`src/rtl/fifo_demux_pkg.sv`:
```
// rtl/fifo_demux_pkg.sv - shared types, defaults and destination decode for fifo_drain_demux
package fifo_demux_pkg;

  typedef enum logic [1:0] {
    IDLE  = 2'd0,
    RUN   = 2'd1,
    STALL = 2'd2
  } state_t;

  localparam int DEF_DATA_WIDTH = 8;
  localparam int DEF_N_OUT      = 2;

  // Word is zero-extended to 32 bits by the caller; the field is its top dest_w bits.
  function automatic logic [31:0] dest_of(input logic [31:0] word,
                                          input int unsigned data_width,
                                          input int unsigned dest_w);
    return (word >> (data_width - dest_w)) & ((32'd1 << dest_w) - 32'd1);
  endfunction

endpackage

```
`src/rtl/skid_buf2.sv`:
```
// rtl/skid_buf2.sv - 2-entry in-order skid queue absorbing the upstream FIFO read latency
module skid_buf2 #(
  parameter int W = 8
) (
  input  logic         clk,
  input  logic         reset,
  input  logic         wr,
  input  logic [W-1:0] data_in,
  input  logic         rd,
  output logic [W-1:0] head,
  output logic         head_valid,
  output logic [1:0]   occ
);

  logic [W-1:0] head_q, head_d;
  logic [W-1:0] tail_q, tail_d;
  logic [1:0]   occ_q, occ_d;

  always_comb begin
    head_d = head_q;
    tail_d = tail_q;
    occ_d  = occ_q;
    case ({wr, rd})
      2'b10: begin
        if (occ_q == 2'd0) begin
          head_d = data_in;
        end else if (occ_q == 2'd1) begin
          tail_d = data_in;
        end
        if (occ_q != 2'd2) begin
          occ_d = occ_q + 2'd1;
        end
      end
      2'b01: begin
        if (occ_q != 2'd0) begin
          head_d = tail_q;
          occ_d  = occ_q - 2'd1;
        end
      end
      2'b11: begin
        // Read and write together: the new word takes the freed slot, occupancy holds.
        if (occ_q == 2'd2) begin
          head_d = tail_q;
          tail_d = data_in;
        end else begin
          head_d = data_in;
        end
      end
      default: ;
    endcase
  end

  always_ff @(posedge clk) begin
    if (reset) begin
      head_q <= '0;
      tail_q <= '0;
      occ_q  <= 2'd0;
    end else begin
      head_q <= head_d;
      tail_q <= tail_d;
      occ_q  <= occ_d;
    end
  end

  assign head       = head_q;
  assign head_valid = (occ_q != 2'd0);
  assign occ        = occ_q;

endmodule

```
`src/rtl/fifo_drain_demux.sv`:
```
// rtl/fifo_drain_demux.sv - pops the shared FIFO and routes words to N_OUT destinations
// Optional per-destination and stall statistics are built when DEMUX_STATS_EN is defined.
module fifo_drain_demux
  import fifo_demux_pkg::*;
#(
  parameter int DATA_WIDTH = DEF_DATA_WIDTH,
  parameter int N_OUT      = DEF_N_OUT,
  parameter int DEST_W     = $clog2(N_OUT)
) (
  input  logic                  clk,
  input  logic                  reset,
  input  logic                  fifo_empty,
  input  logic [DATA_WIDTH-1:0] fifo_data,
  input  logic                  fifo_valid,
  output logic                  fifo_pop,
  input  logic [N_OUT-1:0]      dest_pause,
  output logic [N_OUT-1:0]      dest_push,
  output logic [DATA_WIDTH-1:0] dest_data,
  output logic                  busy,
  output logic                  proto_error
`ifdef DEMUX_STATS_EN
  ,
  output logic [N_OUT*16-1:0]   fwd_count,
  output logic [15:0]           stall_count
`endif
);

  logic [DATA_WIDTH-1:0] head;
  logic                  head_valid;
  logic [1:0]            occ;
  logic [1:0]            occ_next;
  logic [DEST_W-1:0]     head_dest;
  logic                  head_paused;
  logic                  drain;
  logic                  valid_seen;
  logic                  overflow;
  logic                  fill;
  logic                  err_now;
  logic [2:0]            demand;

  logic                  inflight_q;
  logic                  post_reset_q;
  logic                  proto_error_q;
  state_t                state_q, state_d;

  skid_buf2 #(
    .W (DATA_WIDTH)
  ) u_skid (
    .clk        (clk),
    .reset      (reset),
    .wr         (fill),
    .data_in    (fifo_data),
    .rd         (drain),
    .head       (head),
    .head_valid (head_valid),
    .occ        (occ)
  );

  assign head_dest   = DEST_W'(dest_of(32'(head), DATA_WIDTH, DEST_W));
  assign head_paused = head_valid & dest_pause[head_dest];
  assign drain       = head_valid & ~dest_pause[head_dest];
  assign dest_push   = drain ? (N_OUT'(1) << head_dest) : '0;
  assign dest_data   = head;

  // A read response landing right after reset belongs to a discarded pop.
  assign valid_seen = fifo_valid & ~post_reset_q;
  assign overflow   = valid_seen & inflight_q & (occ == 2'd2) & ~drain;
  assign fill       = valid_seen & inflight_q & ~overflow;
  assign err_now    = (valid_seen & ~inflight_q) | (inflight_q & ~fifo_valid) | overflow;

  assign demand   = {1'b0, occ} + {2'b00, inflight_q} - {2'b00, drain};
  assign fifo_pop = ~fifo_empty & ~reset & (demand < 3'd2);
  assign occ_next = occ + {1'b0, fill} - {1'b0, drain};

  assign busy        = (occ != 2'd0) | inflight_q;
  assign proto_error = proto_error_q;

  always_comb begin
    state_d = state_q;
    case (state_q)
      IDLE: begin
        if (fifo_pop) begin
          state_d = RUN;
        end
      end
      RUN: begin
        if (head_paused) begin
          state_d = STALL;
        end else if ((occ_next == 2'd0) && !fifo_pop) begin
          state_d = IDLE;
        end
      end
      STALL: begin
        if (!head_paused) begin
          state_d = RUN;
        end
      end
      default: state_d = IDLE;
    endcase
  end

  always_ff @(posedge clk) begin
    if (reset) begin
      inflight_q    <= 1'b0;
      post_reset_q  <= 1'b1;
      proto_error_q <= 1'b0;
      state_q       <= IDLE;
    end else begin
      inflight_q    <= fifo_pop;
      post_reset_q  <= 1'b0;
      proto_error_q <= proto_error_q | err_now;
      state_q       <= state_d;
    end
  end

`ifdef DEMUX_STATS_EN
  logic [15:0] fwd_q [N_OUT];
  logic [15:0] stall_q;

  always_ff @(posedge clk) begin
    if (reset) begin
      for (int i = 0; i < N_OUT; i++) begin
        fwd_q[i] <= '0;
      end
      stall_q <= '0;
    end else begin
      for (int i = 0; i < N_OUT; i++) begin
        if (dest_push[i] && (fwd_q[i] != 16'hFFFF)) begin
          fwd_q[i] <= fwd_q[i] + 16'd1;
        end
      end
      if ((state_q == STALL) && (stall_q != 16'hFFFF)) begin
        stall_q <= stall_q + 16'd1;
      end
    end
  end

  always_comb begin
    fwd_count = '0;
    for (int i = 0; i < N_OUT; i++) begin
      fwd_count[i*16 +: 16] = fwd_q[i];
    end
  end

  assign stall_count = stall_q;
`endif

endmodule

```
`config.mk`:
```
export PLATFORM = sky130hd
export DESIGN_NAME = fifo_drain_demux
export DESIGN_NICKNAME = d
export VERILOG_FILES = /design/src/rtl/fifo_demux_pkg.sv /design/src/rtl/skid_buf2.sv /design/src/rtl/fifo_drain_demux.sv
export SDC_FILE = /design/constraint.sdc
export NUM_CORES = 1
export LEC_CHECK = 0
export CAP_MARGIN = 15
export CORE_UTILIZATION = 49
export DETAILED_ROUTE_END_ITERATION = 16
export GPL_TIMING_DRIVEN = 0
export HOLD_SLACK_MARGIN = 0.03
export PLACE_DENSITY = 0.8
export RECOVER_POWER = 25
export SLEW_MARGIN = 20
export SYNTH_ARGS = -nofsm -noshare
export SYNTH_HDL_FRONTEND = slang
export SYNTH_SLANG_ARGS = --single-unit
```
`constraint.sdc`:
```
create_clock -name clk -period 2.9 [get_ports clk]
set_clock_uncertainty 0.15 [all_clocks]
set_input_delay 0.435 -clock clk [delete_from_list [all_inputs] [get_ports clk]]
set_output_delay 0.435 -clock clk [all_outputs]
set_load 0.01 [all_outputs]
```
# ---- Word-level counts from Yosys, hierarchy flattened
# Index checks and enable logic that the tools add are counted.
dict set report op_classes {
  add_sub_neg 4
  order_cmp 2
  n_eq_ne 12
  n_shift 1
  n_mux 15
  n_bitwise 22
  n_reduce_logical 8
}
# operator n
set ops {}
lappend ops {{8-bit 2-to-1 mux} 6}
lappend ops {{8-bit one-hot mux with 3 select lines} 1}
lappend ops {{8-bit one-hot mux with 2 select lines} 1}
lappend ops {{1-bit AND} 10}
lappend ops {{2-bit != test (second input constant)} 4}
lappend ops {{1-bit NOT} 8}
lappend ops {{2-bit equality test (second input constant)} 3}
lappend ops {{2-bit 2-to-1 mux} 3}
lappend ops {{2-bit by 1-bit != test with 1-bit output (second input constant)} 3}
lappend ops {{3-bit AND reduction} 2}
lappend ops {{2-bit nonzero test} 3}
lappend ops {{2-bit by 1-bit equality test with 1-bit output (second input constant)} 2}
lappend ops {{1-bit bitwise OR} 4}
lappend ops {{2-bit one-hot mux with 2 select lines} 1}
lappend ops {{4-bit AND reduction} 1}
lappend ops {{2-bit by 1-bit adder with 3-bit output} 1}
lappend ops {{3-bit by 2-bit less-than comparator with 1-bit output (second input constant)} 1}
lappend ops {{1-bit 2-to-1 mux} 3}
lappend ops {{3-bit nonzero test} 1}
lappend ops {{3-bit by 1-bit subtractor with 3-bit output} 1}
lappend ops {{2-bit by 1-bit adder with 2-bit output (second input constant)} 1}
lappend ops {{2-bit zero test} 1}
lappend ops {{1-bit by 2-bit less-than comparator with 1-bit output (second input constant)} 1}
lappend ops {{1-bit by 1-bit << shifter with 2-bit output (first input constant)} 1}
lappend ops {{2-bit by 1-bit subtractor with 2-bit output (second input constant)} 1}
dict set report totals {
  reg_bits 21
  in_bits 14
  out_inout_bits 13
  word_cells 70
}

# ---- Longest topological paths before layout
# Gate-level depths: netlist of the first run.
dict set report logic_depth {
  ltp_word 11
  depth_mapped 9
  ltp_nobuf 8
}

# ---- By module
# Synthesis of the first run repeated with hierarchy kept, for this count alone.
dict set report unflattened {
  hier_cells 129
  hier_area_um2 1123.6
}
# module instances cells_each area_per_inst_um2 seq_area_each_um2
set modules_own_cells {}
lappend modules_own_cells {skid_buf2 1 103 879.6 360.3}
lappend modules_own_cells {fifo_drain_demux 1 26 244.0 60.1}

# ---- Worst setup path after synthesis of the first run
# Ideal clock, no wire load.
dict set report synth_path {
  path_type {flip-flop to output port}
  startpoint {reg u_skid.occ_q[1], in the netlist u_skid.occ[1]}
  endpoint {out fifo_pop}
  arrival_time_ns 2.366
  required_time_ns 2.315
  path_slack_ns -0.051
  stages_incl_launch_ff 10
  n_path_buf 1
  path_cell_list {dfxtp_1 > inv_1 > ha_1 > clkbuf_8 > nor2_1 > ha_1 > nand2b_1 > fa_1 > xor2_1 > nor4b_1}
}
dict set report synth_via {
  elab_chain_len 5
  elab_cells_between_ends 6
  classes_between {add/sub: 2; order compare: 1; bitwise: 2; reduce/logical: 1}
}
# item line
set synth_lines {}
lappend synth_lines {{start: declaration} skid_buf2.sv:17} ;# logic [1:0] occ_q, occ_d;
lappend synth_lines {{start signal: assignment} skid_buf2.sv:57} ;# occ_q <= 2'd0;
lappend synth_lines {{start signal: assignment} skid_buf2.sv:61} ;# occ_q <= occ_d;
lappend synth_lines {{parallel branches: the longest is 2 deep, another holds 2-bit by 1-bit adder with 3-bit output} -}
lappend synth_lines {{3-bit by 1-bit subtractor with 3-bit output *} fifo_drain_demux.sv:71} ;# assign demand = {1'b0, occ} + {2'b00, inflight_q} - {2'b00, drain};
lappend synth_lines {{3-bit by 2-bit less-than comparator with 1-bit output *} fifo_drain_demux.sv:72} ;# assign fifo_pop = ~fifo_empty & ~reset & (demand < 3'd2);
lappend synth_lines {{1-bit AND *} fifo_drain_demux.sv:72}
lappend synth_lines {{end: declaration} fifo_drain_demux.sv:15} ;# output logic fifo_pop,
# Every way passes the cells marked *.

# ---- Worst setup path after layout of the first run
dict set report layout_path {
  startpoint {in dest_pause[0]}
  endpoint {out fifo_pop}
}
dict set report layout_via {
  elab_chain_len 7
}
# item line
set layout_lines {}
lappend layout_lines {{start: declaration} fifo_drain_demux.sv:16} ;# input logic [N_OUT-1:0] dest_pause,
lappend layout_lines {{1-bit 2-to-1 mux (not written as such) (2 in a row)} fifo_drain_demux.sv:61} ;# assign drain = head_valid & ~dest_pause[head_dest];
lappend layout_lines {{1-bit NOT} fifo_drain_demux.sv:61}
lappend layout_lines {{1-bit AND} fifo_drain_demux.sv:61}
lappend layout_lines {{3-bit by 1-bit subtractor with 3-bit output} fifo_drain_demux.sv:71}
lappend layout_lines {{3-bit by 2-bit less-than comparator with 1-bit output} fifo_drain_demux.sv:72}
lappend layout_lines {{1-bit AND} fifo_drain_demux.sv:72}
# Every way passes these cells. The select of a mux whose other input is x is not followed.

==> flow_summary_export.csv, run 1 <==
group,metric,value,unit
outcome,run_status,"finished, violations left",
outcome,violations,"setup timing",
grt,grtUsageMet1,28.0,%
power_and_ir_drop,powerDensity,821,mW/mm2
die,core,0.00221,mm2
layout,antennaDiodeCount,0,
grt,grt_most_used_layer,"met2",
sta,fin_crit,2.95,ns
power_and_ir_drop,p_int,795,uW
setup_path,cp_data_arrival_time,2.36,ns
layout,utilization,70.4,%
synthesis,async_reset_ff_share,0,%
synthesis,syn_inst,124,
place,dp.cells,178,
power_and_ir_drop,pwr-share-comb,56.3,%
routing,drt_iter0_drc,5,
die,die_h,50.5,um
clock_tree,clk_pin_slew,0.12,ns
synthesis,avgSynthCellArea,9.31,um2
synthesis,ys_seq_area_share,36.4,%
synthesis,yosysUniqueCellTypes,33,
die,die-width,50.5,um
setup_path,path_max_fanout,3,
sta,slew_viol_final,0,
place,pre_cts_slack,-0.911,ns
layout,final_nets,181,
routing,drt_drc_violations_left,0,
clock_tree,htree_levels,1,
place,postPlaceCellArea,0.00146,mm2
synthesis,synth_edf_count,0,
sta,worst_pin_slew,0.755,ns
synthesis,ys_ff_latch,21,
setup_path,required,2.32,ns
sta,layout_setup_ws,-0.0467,ns
layout,final_cells,189,
grt,first_global_vias,1026,
min_path,hold_class,"flip-flop to flip-flop",
setup_path,worst-setup-path-type,"primary input to output pin",
grt,overflow,0,
clock_tree,cts_made_buffers,3,
setup_path,path_cells,"dlygate4sd2_1, mux2_4, nor2_4, ha_1, nand2b_4, fa_2, xor2_1, nor4b_2, buf_2",
synthesis,yosysWarningCount,0,
die,start_util,52.2,%
grt,grt_pass1_wl,4570,um
power_and_ir_drop,p_clk_share,11.2,%
place,gp_congestion,0.917,
power_and_ir_drop,switchingPower,483,uW
job,max_cap_viol_count,0,
setup_path,cp_num_buf_inv,2,
die,num_rows,17,
setup_path,cp_slowest_cell,"fa_2",
clock_tree,clkLatencyLatePin,0.30,ns
place,port_buffers,26,
layout,num-fill-cells,188,
routing,viasPerCell,5.27,
setup_path,max_stage_delay,0.34,ns
sta,finalCritPeriodShare,102,%
sta,finalSetupViolCount,1,
place,dpl.hpwl,1870,um
routing,dr.pass1.iters,3,
clock_tree,cts_max_path_buffers,2,
layout,final_area,0.00156,mm2
power_and_ir_drop,ir_drop,0.552,mV
setup_path,critPathCaptureType,"output pin",
synthesis,synth_area,0.00115,mm2
sta,maxSlewHeadroom,48.2,%
sta,hold_viol_final,0,
clock_tree,cts_tree,"built",
routing,routed_wl,2680,um
sta,fin_tns_setup,-0.0467,ns
setup_path,crit_family,"adder cells",
die,dieArea,0.00255,mm2
power_and_ir_drop,seq_power_share,32.5,%
routing,antenna_left,0,
clock_tree,clock-root-buffer,"clkbuf_4",
sta,timing.fmax,339,MHz
clock_tree,ctsHoldBuffers,0,
synthesis,synth_ff_type,"dfxtp_1",
grt,antenna_found_initial,0,
power_and_ir_drop,p_leak,0.000625,uW
routing,post_drt_wl_per_cell,14.2,um
synthesis,syn-num-nets,143,
layout,area_delta_synth_final,34.8,%
routing,vias,996,
die,ios,27,
grt,gr-usage-met2,44.0,%
layout,layout-drive-gt1-share,27.3,%
setup_path,start_kind,"primary input",
power_and_ir_drop,p_sw_share,37.8,%
grt,grt_max_degree,12,
grt,met3_usage,4.55,%
grt,gr-usage-all-layers,24.3,%
clock_tree,cts_sinks,21,
sta,rsz0062_at_grt,"true",
## registers in the layout, summed over array words and instances (netlist names)
signal,cells
proto_error,1
post_reset_q,1
u_skid.head,8
inflight_q,1
u_skid.occ,2
u_skid.tail_q,8
## final timing paths
| check | slack, ns | to | start | cells after the start |
|---|---|---|---|---|
| max | -0.05 | fifo_pop | dest_pause[0] | 9 |
| min | 0.36 | u_skid.head[7]$_SDFFE_PP0P_ | u_skid.tail_q[7]$_SDFFE_PP0P_ | 2 |
| max reg2reg | 0.56 | u_skid.head[6]$_SDFFE_PP0P_ | u_skid.occ[1]$_SDFFE_PP0P_ | 6 |
| min reg2reg | 0.36 | u_skid.head[7]$_SDFFE_PP0P_ | u_skid.tail_q[7]$_SDFFE_PP0P_ | 2 |
## stage by stage
stage,total power (uW),hold WS (ns)
global placement,1030,0.332
floorplan,804,0.313
detailed placement,1050,0.339
global route,1370,0.375
finish,1280,0.355
CTS,1260,0.355
## worst reg2reg max path: cells and delay by family, from the launching register on
family                   cells  cell delay (ns)
multiplexers                 1             0.66
buffers and inverters        1             0.15
AND/OR/NAND/NOR              3             0.68
adder cells (fa/ha/maj)      1             0.26
flip-flops                   1             0.36
## final cells by class
cell class              instances  area, um2  share of cell area, %
clock buffers                   4       26.3                   1.69
inverters                       4       15.0                  0.965
flip-flops and latches         21        429                   27.6
repair buffers                 33        305                   19.6
well taps                      28       35.0                   2.25
multi-input cells              95        717                   46.1
plain buffers                   4       28.8                   1.85
## synthesized netlist by cell type (2+ instances only)
cell / n / area share [%]
clkbuf_1: 2 / 0.65
a21oi_1: 6 / 2.6
nand2b_1: 2 / 1.1
nor2_1: 27 / 8.8
inv_1: 4 / 1.3
mux2i_1: 9 / 7.8
dfxtp_1: 21 / 36
o21ai_0: 3 / 1.3
nor4_1: 8 / 4.3
or2b_1: 2 / 1.3
or2b_2: 14 / 11
ha_1: 4 / 4.3
nor4b_1: 2 / 1.5
## metal layers
layer | part of all wire, % | up-vias
li1 | - | 503
met1 | 43 | 462
met2 | 53 | 25
met3 | 3.2 | 6
met4 | 1.2 | 0
met5 | 0 | -
## power by group through the flow
stage,Sequential (uW),Clock (uW),Combinational [uW]
2_1_floorplan,437,0,367
3_3_place_gp,418,0,607
3_5_place_dp,423,0,627
4_1_cts,413,143,708
5_1_grt,423,159,788
6_report,415,143,720
## logic make-up after synthesis
family	synth area share, %
AND/OR/NAND/NOR	33.9
adder cells (fa/ha/maj)	6.07
multiplexers	11.3
XOR/XNOR	0.759
buffers and inverters	3.79
flip-flops	36.4
AO/OA/AOI/OAI	7.80
## cells in the final DEF, fill, tap and decap left out, types with 2 or more instances in the layout
cell,Yosys,routed
mux2i_1,9,9
a21oi_1,6,6
o21ai_0,3,3
nor2_1,27,26
dfxtp_4,0,2
nor4_1,8,8
clkdlybuf4s50_1,0,22
buf_4,1,8
or2b_2,14,14
inv_2,0,2
inv_1,4,2
dfxtp_1,21,18
or2b_1,2,2
clkbuf_1,2,3
clkbuf_4,0,3
ha_1,4,3
dlygate4sd2_1,0,2
## repair_timing
action	CTS	global route
gates resized for setup	18	0
gates cloned	0	0
endpoints found under the setup margin	1	1
buffers inserted	6	1
pin swaps	1	0
(Power assumes the default switching activity.)
==> run 2: changes to the inputs <==
--- a/config.mk
+++ b/config.mk
@@ -6,6 +6,7 @@
 export NUM_CORES = 1
 export LEC_CHECK = 0
 export CAP_MARGIN = 15
+export CORE_ASPECT_RATIO = 1.5
 export CORE_UTILIZATION = 49
 export DETAILED_ROUTE_END_ITERATION = 16
 export GPL_TIMING_DRIVEN = 0
==> flow_summary_export.csv, run 2 (synthesis gave the netlist of run 1 again) <==
group,metric,value,unit
setup_path,reg2reg_from,"u_skid.occ[0]$_SDFFE_PP0P_",
power_and_ir_drop,pwr-share-comb,57.5,%
power_and_ir_drop,powerDensity,831,mW/mm2
layout,final_cells,187,
power_and_ir_drop,switchingPower,502,uW
min_path,min-delay-start,"u_skid.tail_q[7]$_SDFFE_PP0P_",
routing,routed_wl,2630,um
sta,finalSetupViolCount,1,
sta,finalCritPeriodShare,104,%
setup_path,required,2.32,ns
layout,final_common_cell,"nor2_1",
setup_path,startpoint,"dest_pause[1]",
setup_path,start_kind,"primary input",
setup_path,r2r_cells,7,
layout,utilization,71.0,%
clock_tree,ctsHoldBuffers,0,
job,max_cap_viol_count,0,
power_and_ir_drop,p_leak,0.000637,uW
routing,drt_iter0_drc,15,
routing,dr.pass1.iters,4,
grt,grt_pass1_wl,4270,um
sta,maxSlewHeadroom,49.1,%
die,die_h,61.5,um
grt,gr-usage-all-layers,21.3,%
clock_tree,cts_max_path_buffers,2,
sta,hold_viol_final,0,
grt,first_global_vias,979,
place,gp_congestion,0.807,
die,dieArea,0.00256,mm2
setup_path,critPathCaptureType,"output pin",
clock_tree,htree_levels,1,
clock_tree,cts_sinks,21,
power_and_ir_drop,seq_power_share,31.4,%
place,port_buffers,26,
layout,layout-drive-gt1-share,29.9,%
sta,worst_pin_slew,0.743,ns
min_path,hold_path_depth,2,
layout,final_area,0.00159,mm2
sta,rsz0062_at_grt,"true",
layout,layout_common_cells,"nor2_1, clkdlybuf4s50_1, dfxtp_1",
clock_tree,clkLatencyLatePin,0.30,ns
place,dpl.hpwl,1830,um
power_and_ir_drop,total_power,1320,uW
setup_path,worst-setup-path-type,"primary input to output pin",
die,die-width,41.6,um
layout,final_nets,184,
outcome,run_status,"finished, violations left",
die,num_rows,21,
power_and_ir_drop,p_clk_share,11.1,%
routing,vias,1024,
layout,antennaDiodeCount,0,
layout,multi_input_area,737,um2
clock_tree,clk_pin_slew,0.13,ns
power_and_ir_drop,p_int,816,uW
sta,layout_setup_ws,-0.102,ns
grt,overflow,0,
layout,area_delta_synth_final,37.4,%
routing,post_drt_wl_per_cell,14.0,um
routing,antenna_left,0,
clock_tree,clock-root-buffer,"clkbuf_4",
min_path,hold_class,"flip-flop to flip-flop",
place,dp.cells,173,
routing,drt_drc_violations_left,0,
grt,grt_max_degree,13,
power_and_ir_drop,p_sw_share,38.1,%
sta,slew_viol_final,0,
layout,seq_area,429,um2
clock_tree,cts_made_buffers,3,
routing,viasPerCell,5.48,
die,ios,27,
die,core,0.00223,mm2
sta,fin_crit,3.00,ns
sta,timing.fmax,333,MHz
layout,num-fill-cells,178,
setup_path,path_max_fanout,3,
place,postPlaceCellArea,0.00145,mm2
outcome,violations,"setup timing",
die,start_util,51.7,%
setup_path,cp_data_arrival_time,2.42,ns
setup_path,ff2ff_setup_slack,0.51,ns
clock_tree,cts_tree,"built",
grt,antenna_found_initial,0,
power_and_ir_drop,ir_drop,0.484,mV
run 2: cell types whose count changed in the layout (fill, tap and decap cells not counted), sizes merged:
cell,previous run,this run
buf,9,12
clkbuf,7,6
clkinv,0,1
run 2: power groups by stage:
stage          Sequential [uW]  Clock (uW)  Combinational, uW
5_1_grt                    426         162                832
3_5_place_dp               424           0                626
2_1_floorplan              437           0                367
6_report                   414         146                758
4_1_cts                    412         146                712
3_3_place_gp               419           0                607
run 2: area by class of cell:
| class | count | area share, % |
|---|---|---|
| multi-input cells | 95 | 46.5 |
| flip-flops and latches | 21 | 27.1 |
| repair buffers | 37 | 20.9 |
| well taps | 23 | 1.81 |
| clock buffers | 3 | 1.42 |
| inverters | 4 | 1.10 |
| plain buffers | 3 | 0.946 |
| clock inverters | 1 | 0.315 |
run 2: timing repair:
| action | 4_1_cts | 5_1_grt |
|---|---|---|
| endpoints found under the setup margin | 1 | 1 |
| resized for setup | 18 | 3 |
| setup buffers | 6 | 5 |
| hold endpoints to repair | 0 | 0 |
| pin swaps | 2 | 5 |
run 2: worst paths after layout:
| check | endpoint |
|---|---|
| worst max-delay path | fifo_pop |
| worst min-delay path | u_skid.head[7]$_SDFFE_PP0P_ |
| worst max register to register | u_skid.head[3]$_SDFFE_PP0P_ |
| worst min register to register | u_skid.head[7]$_SDFFE_PP0P_ |
run 2: stage by stage:
stage	hold WS (ns)	setup slack (ns)	TNS (ns)
2_1_floorplan	0.313	0.0746	0
3_3_place_gp	0.334	-0.869	-0.881
3_5_place_dp	0.341	-0.935	-0.986
4_1_cts	0.354	-0.0930	-0.0930
5_1_grt	0.378	-0.207	-0.207
6_report	0.352	-0.102	-0.102
run 2: worst max-delay path: stages:
cell and delay (ns):
dlygate4sd2_1 0.27, mux2_4 0.29, nor2_4 0.14, ha_4 0.21, nand2b_4 0.13, fa_2 0.38
xor2_2 0.19, nor4b_2 0.19, buf_2 0.17
run 2: layer usage:
| metal | share of wire [%] | vias up | global-route usage [%] |
|---|---|---|---|
| met5 | 0 | - | 0 |
| met4 | 1.0 | 0 | 9.68 |
| met3 | 4.3 | 4 | 2.35 |
| met2 | 54 | 35 | 39.3 |
| met1 | 40 | 478 | 25.0 |
| li1 | - | 507 | - |
==> run 3: changes to the inputs <==
--- a/config.mk
+++ b/config.mk
@@ -5,13 +5,12 @@
 export SDC_FILE = /design/constraint.sdc
 export NUM_CORES = 1
 export LEC_CHECK = 0
-export CAP_MARGIN = 15
 export CORE_ASPECT_RATIO = 1.5
-export CORE_UTILIZATION = 49
+export CORE_UTILIZATION = 50
 export DETAILED_ROUTE_END_ITERATION = 16
 export GPL_TIMING_DRIVEN = 0
 export HOLD_SLACK_MARGIN = 0.03
-export PLACE_DENSITY = 0.8
+export PLACE_DENSITY = 0.81
 export RECOVER_POWER = 25
 export SLEW_MARGIN = 20
 export SYNTH_ARGS = -nofsm -noshare
==> constraint.sdc (replaced) <==
create_clock -name clk -period 3.5 [get_ports clk]
set_clock_uncertainty 0.15 [all_clocks]
set_input_delay 0.525 -clock clk [delete_from_list [all_inputs] [get_ports clk]]
set_output_delay 0.525 -clock clk [all_outputs]
set_load 0.01 [all_outputs]
==> flow_summary_export.csv, run 3 (synthesis gave the netlist of run 1 again) <==
group,metric,value,unit
routing,routed_wl,2340,um
layout,utilization,67.5,%
layout,layout-drive-gt1-share,20.6,%
setup_path,ff2ff_setup_slack,1.05,ns
layout,final_nets,175,
grt,gr-usage-all-layers,22.3,%
sta,slew_viol_final,0,
sta,worst_pin_slew,0.749,ns
routing,dr.pass1.iters,4,
grt,grt_pass1_wl,3790,um
setup_path,r2r_end,"inflight_q$_SDFF_PP0_",
die,dieArea,0.00251,mm2
min_path,hold_path_depth,2,
sta,finalCritPeriodShare,93.7,%
setup_path,critPathCaptureType,"output pin",
place,gp_congestion,0.781,
setup_path,path_max_fanout,8,
layout,antennaDiodeCount,0,
sta,hold_viol_final,0,
sta,rsz0062_at_grt,"false",
routing,met1_length,992,um
die,start_util,52.3,%
place,port_buffers,26,
sta,holdWs,0.353,ns
setup_path,start_kind,"flip-flop",
grt,overflow,0,
clock_tree,cts_max_path_buffers,2,
min_path,holdPathEnd,"u_skid.head[6]$_SDFFE_PP0P_",
sta,fin_crit,3.28,ns
sta,finalSetupViolCount,0,
clock_tree,cts_tree,"built",
layout,area_delta_synth_final,29.0,%
die,die_h,60.9,um
sta,maxSlewHeadroom,48.6,%
setup_path,r2r_cells,9,
routing,antenna_left,0,
layout,layout_common_cells,"nor2_1, dfxtp_1, clkdlybuf4s50_1",
setup_path,required,2.82,ns
power_and_ir_drop,powerDensity,658,mW/mm2
outcome,run_status,"finished clean",
routing,drt_drc_violations_left,0,
die,ios,27,
place,dpl.hpwl,1760,um
min_path,hold_class,"flip-flop to flip-flop",
job,max_cap_viol_count,0,
layout,seq_area,422,um2
power_and_ir_drop,ir_drop,0.410,mV
routing,wl_met2,1230,um
setup_path,startpoint,"u_skid.occ[1]$_SDFFE_PP0P_",
power_and_ir_drop,p_leak,0.000607,uW
grt,grt_max_degree,13,
setup_path,worst-setup-path-type,"flip-flop to output pin",
sta,fin_tns_setup,0,ns
routing,highest_layer,"met4",
routing,drt_iter0_drc,19,
power_and_ir_drop,total_power,980,uW
routing,vias,968,
die,num_rows,21,
clock_tree,cts_sinks,21,
setup_path,cp_data_arrival_time,2.60,ns
sta,timing.fmax,305,MHz
routing,viasPerCell,5.44,
clock_tree,htree_levels,1,
clock_tree,clock-root-buffer,"clkbuf_4",
clock_tree,clk_pin_slew,0.12,ns
clock_tree,ctsHoldBuffers,0,
layout,num-fill-cells,195,
min_path,min-delay-start,"u_skid.tail_q[6]$_SDFFE_PP0P_",
die,core,0.00221,mm2
die,die-width,41.2,um
routing,wl_met3,59,um
clock_tree,cts_made_buffers,3,
routing,post_drt_wl_per_cell,13.2,um
grt,first_global_vias,912,
grt,antenna_found_initial,0,
layout,multi_input_area,704,um2
setup_path,reg2reg_from,"u_skid.occ[1]$_SDFFE_PP0P_",
clock_tree,clkLatencyLatePin,0.30,ns
layout,final_common_cell,"nor2_1",
[run 3: layout make-up]
cell class | instances | area share, %
Tap cell | 23 | 1.93
Buffer | 4 | 1.93
Sequential cell | 21 | 28.3
Clock inverter | 1 | 0.336
Clock buffer | 3 | 1.51
Timing Repair Buffer | 27 | 17.7
Inverter | 4 | 1.01
Multi-Input combinational cell | 95 | 47.3
[run 3: worst max-delay path: stages, from the launching register on]
cell and delay [ns]:
dfxtp_2 0.40, inv_1 0.09, ha_1 0.19, clkbuf_8 0.17, nor2_4 0.14, ha_1 0.24, nand2b_1 0.15, fa_1 0.38
xor2_1 0.18, nor4b_2 0.21, buf_2 0.17
[run 3: worst max-delay path by stage]
stage               slack [ns]  endpoint  depth (start not counted)
finish                    0.22  fifo_pop                         10
global route              0.05  fifo_pop                         10
CTS                       0.02  fifo_pop                          9
detailed placement       -0.53  fifo_pop                          9
global placement         -0.45  fifo_pop                          9
floorplan                 0.46  fifo_pop                          9
[run 3: routing by layer]
metal | vias to the layer above | GRT usage, %
met5 | - | 0
met4 | 0 | 11.1
met3 | 6 | 4.03
met2 | 20 | 38.4
met1 | 454 | 24.7
li1 | 488 | -
[run 3: repair_timing]
| item | 4_1_cts | 5_1_grt |
|---|---|---|
| gates resized for setup | 8 | 3 |
| setup endpoints to repair | 1 | 1 |
| pin swaps | 1 | 1 |
| setup buffers | 1 | 0 |
[run 3: through the flow]
step           setup WS (ns)  instance area (um2)  instances
2_1_floorplan          0.459                 1150        124
3_5_place_dp          -0.532                 1440        173
4_1_cts               0.0236                 1480        178
6_report               0.221                 1490        178
3_3_place_gp          -0.450                 1440        173
5_1_grt               0.0454                 1490        178
[run 3: report_power, final]
part / internal (uW) / leakage (uW) / switching (uW)
Clock: 42.5 / 0.0000177 / 72.1
Combinational: 263 / 0.000418 / 259
Sequential: 297 / 0.000172 / 45.6
